<file path="src/rtl/ifetch_unit_pkg.sv">
// rtl/ifetch_unit_pkg.sv - shared constants for the instruction fetch stage
package ifetch_unit_pkg;

    localparam int unsigned ADDR_W_DEFAULT = 32;
    localparam logic [31:0] RESET_PC_DEFAULT = 32'h0000_3000;

    localparam logic [0:0] ST_REQ  = 1'b0;
    localparam logic [0:0] ST_HOLD = 1'b1;

    localparam int unsigned OP_HI    = 31;
    localparam int unsigned OP_LO    = 26;
    localparam int unsigned FUNCT_HI = 5;
    localparam int unsigned FUNCT_LO = 0;
    localparam int unsigned IMM_HI   = 15;
    localparam int unsigned IMM_LO   = 0;
    localparam int unsigned JIDX_HI  = 25;
    localparam int unsigned JIDX_LO  = 0;

    // Branch displacement is a signed word count relative to pc+4.
    function automatic logic [31:0] branch_offset(input logic [31:0] instr);
        logic [15:0] imm;
        imm = instr[IMM_HI:IMM_LO];
        return {{14{imm[15]}}, imm, 2'b00};
    endfunction

endpackage

</file>
<file path="src/rtl/ifetch_unit_if.sv">
// rtl/ifetch_unit_if.sv - instruction memory req/ack bus
interface ifetch_unit_if;

    logic        imem_req;
    logic [31:0] imem_addr;
    logic        imem_ack;
    logic [31:0] imem_rdata;

    modport master (
        output imem_req,
        output imem_addr,
        input  imem_ack,
        input  imem_rdata
    );

    modport slave (
        input  imem_req,
        input  imem_addr,
        output imem_ack,
        output imem_rdata
    );

endinterface

</file>
<file path="src/rtl/ifetch_unit_npc_calc.sv">
// rtl/ifetch_unit_npc_calc.sv - next-PC selection: jump, taken branch or sequential
module npc_calc
    import ifetch_unit_pkg::*;
(
    input  logic [31:0] pc_i,
    input  logic [31:0] instr_i,
    input  logic        branch_taken_i,
    input  logic        jump_i,
    output logic [31:0] npc_o
);

    logic [31:0] pc4;
    logic [31:0] jump_target;
    logic [31:0] branch_target;
    logic        unused_op;

    assign pc4           = pc_i + 32'd4;
    assign jump_target   = {pc4[31:28], instr_i[JIDX_HI:JIDX_LO], 2'b00};
    assign branch_target = pc4 + branch_offset(instr_i);
    assign unused_op     = ^instr_i[OP_HI:OP_LO];

    always_comb begin
        npc_o = pc4;
        if (jump_i) begin
            npc_o = jump_target;
        end else if (branch_taken_i) begin
            npc_o = branch_target;
        end
    end

endmodule

</file>
<file path="src/rtl/ifetch_unit.sv">
// rtl/ifetch_unit.sv - fetch stage: holds PC, fetches one word per instruction
// over req/ack, and presents the registered word to the decoder.
module ifetch_unit
    import ifetch_unit_pkg::*;
#(
    parameter logic [31:0] RESET_PC = RESET_PC_DEFAULT,
    parameter int unsigned ADDR_W   = ADDR_W_DEFAULT
) (
    input  logic              clk,
    input  logic              rst,
    ifetch_unit_if.master     imem,
    input  logic              ex_done,
    input  logic              branch_taken,
    input  logic              jump,
    output logic [ADDR_W-1:0] pc,
    output logic [31:0]       instr,
    output logic [5:0]        opcode,
    output logic [5:0]        funct,
    output logic              instr_valid
);

    logic [0:0]        state_q, state_d;
    logic [ADDR_W-1:0] pc_q, pc_d;
    logic [31:0]       instr_q, instr_d;
    logic              valid_q, valid_d;
    logic [ADDR_W-1:0] npc;

    npc_calc u_npc_calc (
        .pc_i           (pc_q),
        .instr_i        (instr_q),
        .branch_taken_i (branch_taken),
        .jump_i         (jump),
        .npc_o          (npc)
    );

    always_comb begin
        state_d = state_q;
        pc_d    = pc_q;
        instr_d = instr_q;
        valid_d = valid_q;
        case (state_q)
            ST_REQ: begin
                if (imem.imem_ack) begin
                    instr_d = imem.imem_rdata;
                    valid_d = 1'b1;
                    state_d = ST_HOLD;
                end
            end
            ST_HOLD: begin
                // instr is left as-is so the decoder sees a stable word until the next ack.
                if (ex_done) begin
                    pc_d    = npc;
                    valid_d = 1'b0;
                    state_d = ST_REQ;
                end
            end
            default: begin
                state_d = ST_REQ;
            end
        endcase
    end

    always_ff @(posedge clk or posedge rst) begin
        if (rst) begin
            state_q <= ST_REQ;
            pc_q    <= RESET_PC;
            instr_q <= 32'h0;
            valid_q <= 1'b0;
        end else begin
            state_q <= state_d;
            pc_q    <= pc_d;
            instr_q <= instr_d;
            valid_q <= valid_d;
        end
    end

    // Reset parks the FSM in REQ, so the request must be masked while rst is held.
    assign imem.imem_req  = (state_q == ST_REQ) && !rst;
    assign imem.imem_addr = pc_q;

    assign pc          = pc_q;
    assign instr       = instr_q;
    assign instr_valid = valid_q;
    assign opcode      = instr_q[OP_HI:OP_LO];
    assign funct       = instr_q[FUNCT_HI:FUNCT_LO];

endmodule

</file>
<file path="src/flat_wrapper.sv">
// flat-port wrapper written by rule: the top's interface ports become plain ports
module ifetch_unit_flat import ifetch_unit_pkg::*;
#(
    parameter logic [31:0] RESET_PC = RESET_PC_DEFAULT,
    parameter int unsigned ADDR_W   = ADDR_W_DEFAULT
)
  (clk, rst, ex_done, branch_taken, jump, pc, instr, opcode, funct, instr_valid, imem_imem_req, imem_imem_addr, imem_imem_ack, imem_imem_rdata);
  ifetch_unit_if imem_i ();
  input  logic clk;
  input  logic rst;
  input  logic ex_done;
  input  logic branch_taken;
  input  logic jump;
  output logic [ADDR_W-1:0] pc;
  output logic [31:0] instr;
  output logic [5:0] opcode;
  output logic [5:0] funct;
  output logic instr_valid;
  output wire logic [$bits(imem_i.imem_req)-1:0] imem_imem_req;
  output wire logic [$bits(imem_i.imem_addr)-1:0] imem_imem_addr;
  input wire logic [$bits(imem_i.imem_ack)-1:0] imem_imem_ack;
  input wire logic [$bits(imem_i.imem_rdata)-1:0] imem_imem_rdata;
  assign imem_imem_req = imem_i.imem_req;
  assign imem_imem_addr = imem_i.imem_addr;
  assign imem_i.imem_ack = imem_imem_ack;
  assign imem_i.imem_rdata = imem_imem_rdata;
  ifetch_unit #(.RESET_PC(RESET_PC), .ADDR_W(ADDR_W)) u_core (.clk(clk), .rst(rst), .imem(imem_i), .ex_done(ex_done), .branch_taken(branch_taken), .jump(jump), .pc(pc), .instr(instr), .opcode(opcode), .funct(funct), .instr_valid(instr_valid));
endmodule
</file>
<file path="config.mk">
export PLATFORM = sky130hd
export DESIGN_NAME = ifetch_unit_flat
export DESIGN_NICKNAME = d
export VERILOG_FILES = /design/src/rtl/ifetch_unit_pkg.sv /design/src/rtl/ifetch_unit_if.sv /design/src/rtl/ifetch_unit_npc_calc.sv /design/src/rtl/ifetch_unit.sv /design/src/flat_wrapper.sv
export SDC_FILE = /design/constraint.sdc
export NUM_CORES = 1
export LEC_CHECK = 0
export BUFFER_PORTS_ARGS = -buffer_cell sky130_fd_sc_hd__buf_2
export CELL_PAD_IN_SITES_DETAIL_PLACEMENT = 1
export CELL_PAD_IN_SITES_GLOBAL_PLACEMENT = 1
export CORE_UTILIZATION = 40
export CTS_CLUSTER_DIAMETER = 120
export DETAILED_ROUTE_END_ITERATION = 12
export GPL_TIMING_DRIVEN = 0
export HOLD_SLACK_MARGIN = 0.06
export PLACE_DENSITY_LB_ADDON = 0.05
export SLEW_MARGIN = 5
export SYNTH_ARGS = -nofsm -noshare
export SYNTH_HDL_FRONTEND = slang
export SYNTH_SLANG_ARGS = --single-unit
</file>
<file path="constraint.sdc">
create_clock -name clk -period 4.7 [get_ports clk]
set_input_delay 0.235 -clock clk [delete_from_list [all_inputs] [get_ports clk]]
set_output_delay 0.235 -clock clk [all_outputs]
set_load 0.02 [all_outputs]
</file>
==> flow_metrics.env <==
export IMPL_worst_setup_path_end_kind="flip-flop"
export IMPL_post_drt_wl_per_cell_um=20.3
export IMPL_syn_area_um2=5610
export IMPL_ys_top_cells_by_area="dfrtp_1, ha_1, mux2_2, buf_4, xnor2_1"
export IMPL_status="finished, final reports clean"
export IMPL_synth_largest_area_cell="dfrtp_1"
export IMPL_ys_types=69
export IMPL_fp_dieH_um=120
export IMPL_routed_via_density=5.65
export IMPL_cts_buffer_depth=2
export IMPL_core_rowCount=42
export IMPL_areaGrowthSynthToFinish_pct=22.9
export IMPL_finalNetCount=889
export IMPL_cp_start_kind="flip-flop"
export IMPL_hold_viol_final=0
export IMPL_cts_resized=0
export IMPL_die_width_um=120
export IMPL_p_int_mw=2.54
export IMPL_hold_path_endpoint="u_core.instr[25]$_DFFE_PP0P_"
export IMPL_dieArea_um2=14500
export IMPL_core_um2=13500
export IMPL_crit_arrival_ns=4.57
export IMPL_worstMarginPinSlew_ns=1.18
export IMPL_drt_iter0_drc=233
export IMPL_holdCritPathClass="input port to flip-flop"
export IMPL_p_clk_share_pct=13.8
export IMPL_fmax_ghz=0.229
export IMPL_synth_most_common_cell="dfrtp_1"
export IMPL_start_util_pct=41.7
export IMPL_h_tree_depth=3
export IMPL_seqCellArea_um2=1600
export IMPL_hold_path_depth=2
export IMPL_root_buffer="clkbuf_16"
export IMPL_drc=0
export IMPL_cap_violations=0
export IMPL_clkSlewWorstSetupHoldPaths_ns=0.05
export IMPL_slew_violations=0
export IMPL_seqPwrFrac_pct=21.4
export IMPL_io_buffers=142
export IMPL_relSlewSlack_pct=21.1
export IMPL_p_switching_mw=2.50
export IMPL_numCtsBuffers=9
export IMPL_grt_max_degree=46
export IMPL_cp_required_ns=4.91
export IMPL_rsz0062_at_grt="no"
export IMPL_fillers=1670
export IMPL_seq_area_frac_synth_pct=28.6
export IMPL_gr_total_overflow=0
export IMPL_r2r_start="u_core.imem.imem_addr[2]$_DFFE_PP0P_"
export IMPL_finalSetupViolCount=0
export IMPL_via_count=5618
export IMPL_async_reset_ff_share_pct=100
export IMPL_io_pins=148
export IMPL_min_delay_start="imem_imem_rdata[25]"
export IMPL_ys_warnings_count=0
export IMPL_crit_type="flip-flop to flip-flop"
export IMPL_gp_congestion=0.910
export IMPL_swShare_pct=49.6
export IMPL_ys_seq_elements=64
export IMPL_multi_input_area_um2=3480
export IMPL_drive_above_1_share_pct=31.9
export IMPL_first_global_vias=5665
export IMPL_finClkSkew_ns=0.00702
export IMPL_grt_usage_pct=28.3
export IMPL_cts_tree="done"
export IMPL_drt_pass1_iter_count=5
export IMPL_max_vdd_ir_drop_uv=299
export IMPL_p_leak_nw=3.33
export IMPL_synth_edf_count=0
export IMPL_p_per_area_nw_per_um2=731
export IMPL_grt_pass1_wl_um=31200
export IMPL_antenna_found_initial=0
export IMPL_post_route_period_util_pct=92.8
export IMPL_setup_tns_ns=0
export IMPL_finalCriticalPeriod_ns=4.36
export IMPL_reg2reg_slack_ns=0.34
export IMPL_fin_util_pct=51.2
export IMPL_reg2reg_to="u_core.imem.imem_addr[31]$_DFFE_PP0P_"
export IMPL_synth_top_cell_area_share_pct=27.7
export IMPL_syn_inst=655
export IMPL_combPwrFrac_pct=64.8
export IMPL_dp_hpwl_um=15500
export IMPL_clock_latency_ns=0.35
export IMPL_power_mw=5.03
export IMPL_postSynthAreaPerCell_um2=8.56
export IMPL_drt_wl_total_um=20200
export IMPL_postRouteAntennaNets=0
export IMPL_ys_flop_type="dfrtp_1"
export IMPL_rr_worst_depth=13
export IMPL_synth_common_cells="dfrtp_1, a21oi_1, nand2_1, buf_4, nor2_1"
export IMPL_clkSinkCount=64
export IMPL_worstPathMaxFanout=9
export IMPL_num_antenna_cells=0
-- area by class of cell --
class	count	area share [%]
Multi-Input combinational cell	502	50.6
Sequential cell	64	23.3
Timing Repair Buffer	144	10.9
Buffer	75	6.74
Clock buffer	13	3.78
Tap cell	176	3.20
Inverter	17	0.963
Clock inverter	3	0.581
-- metal layers --
metal	wire, um	share of wire [%]	vias to the layer above	global-route usage (%)
met5	0	0	-	0
met4	465	2.3	0	10.8
met3	763	3.8	30	3.54
met2	10400	51	139	49.9
met1	8560	42	2829	35.1
li1	-	-	2620	-
-- critical path, cell delays in order (launching register included) --
cell	delay [ns]
dfrtp_1	0.55
ha_1	0.39
nand2_1	0.07
or2_1	0.34
or3_4	0.45
xnor2_1	0.15
ha_1	0.28
clkbuf_1	0.27
nand2_1	0.13
a2111oi_1	0.70
o21ai_1	0.32
xor2_1	0.23
o21ai_0	0.22
o311ai_1	0.12
-- sequential cells by signal (all words and copies together) (netlist names) --
| signal | count |
|---|---|
| u_core.imem.imem_addr | 30 |
| u_core.instr | 32 |
| u_core.instr_valid | 1 |
| u_core.state_q | 1 |
-- per-stage QoR --
| step | setup slack (ns) | cell area, um^2 | hold WS (ns) | instances |
|---|---|---|---|---|
| 2_1_floorplan | 1.06 | 5620 | 0.360 | 658 |
| 3_3_place_gp | 0.443 | 6550 | 0.460 | 976 |
| 3_5_place_dp | 0.420 | 6580 | 0.221 | 977 |
| 4_1_cts | 0.404 | 6890 | 0.111 | 994 |
| 5_1_grt | 0.0503 | 6890 | 0.119 | 994 |
| 6_report | 0.339 | 6890 | 0.117 | 994 |
-- worst max-delay path by stage --
stage	startpoint	end	slack [ns]	cells after the start
6_report	u_core.imem.imem_addr[2]$_DFFE_PP0P_	u_core.imem.imem_addr[31]$_DFFE_PP0P_	0.34	13
5_1_grt	u_core.imem.imem_addr[2]$_DFFE_PP0P_	u_core.imem.imem_addr[31]$_DFFE_PP0P_	0.05	13
4_1_cts	u_core.imem.imem_addr[2]$_DFFE_PP0P_	u_core.imem.imem_addr[31]$_DFFE_PP0P_	0.40	13
3_5_place_dp	u_core.imem.imem_addr[2]$_DFFE_PP0P_	u_core.imem.imem_addr[31]$_DFFE_PP0P_	0.42	13
3_3_place_gp	u_core.imem.imem_addr[2]$_DFFE_PP0P_	u_core.imem.imem_addr[31]$_DFFE_PP0P_	0.44	13
2_1_floorplan	u_core.imem.imem_addr[4]$_DFFE_PP0P_	u_core.imem.imem_addr[30]$_DFFE_PP0P_	1.06	15
-- cell usage in the layout (no fill, tap or decap), types with 13 or more instances in the layout --
master | Yosys | routed
nand3_1 | 15 | 15
and3_1 | 13 | 13
xor2_1 | 15 | 15
dfrtp_1 | 62 | 62
clkbuf_1 | 24 | 26
nand2_1 | 53 | 53
a21oi_1 | 53 | 53
buf_4 | 48 | 48
ha_1 | 37 | 37
xnor2_1 | 32 | 32
mux2_2 | 34 | 34
a21o_1 | 26 | 26
inv_1 | 16 | 15
buf_2 | 2 | 144
nor2_1 | 48 | 48
o21ai_0 | 40 | 40
-- power groups by stage --
stage,clock network (mW),logic (mW),registers (mW)
3_5_place_dp,0,3.22,1.09
5_1_grt,0.723,3.54,1.12
3_3_place_gp,0,3.13,1.07
4_1_cts,0.705,3.25,1.08
2_1_floorplan,0,2.17,1.21
6_report,0.696,3.26,1.08
-- logic make-up after synthesis --
kind of cell	synth area share, %
AO/OA/AOI/OAI	20.4
XOR/XNOR	7.34
adder cells (fa/ha/maj)	8.62
buffers and inverters	9.42
flip-flops	28.6
multiplexers	8.26
other	0.0669
AND/OR/NAND/NOR	17.2
-- what timing repair did --
action	CTS	global route
endpoints found under the hold margin	17	0
setup endpoints to repair	0	0
setup buffers	0	0
hold buffers	1	0
No activity file was read; power rests on OpenSTA's default activity.
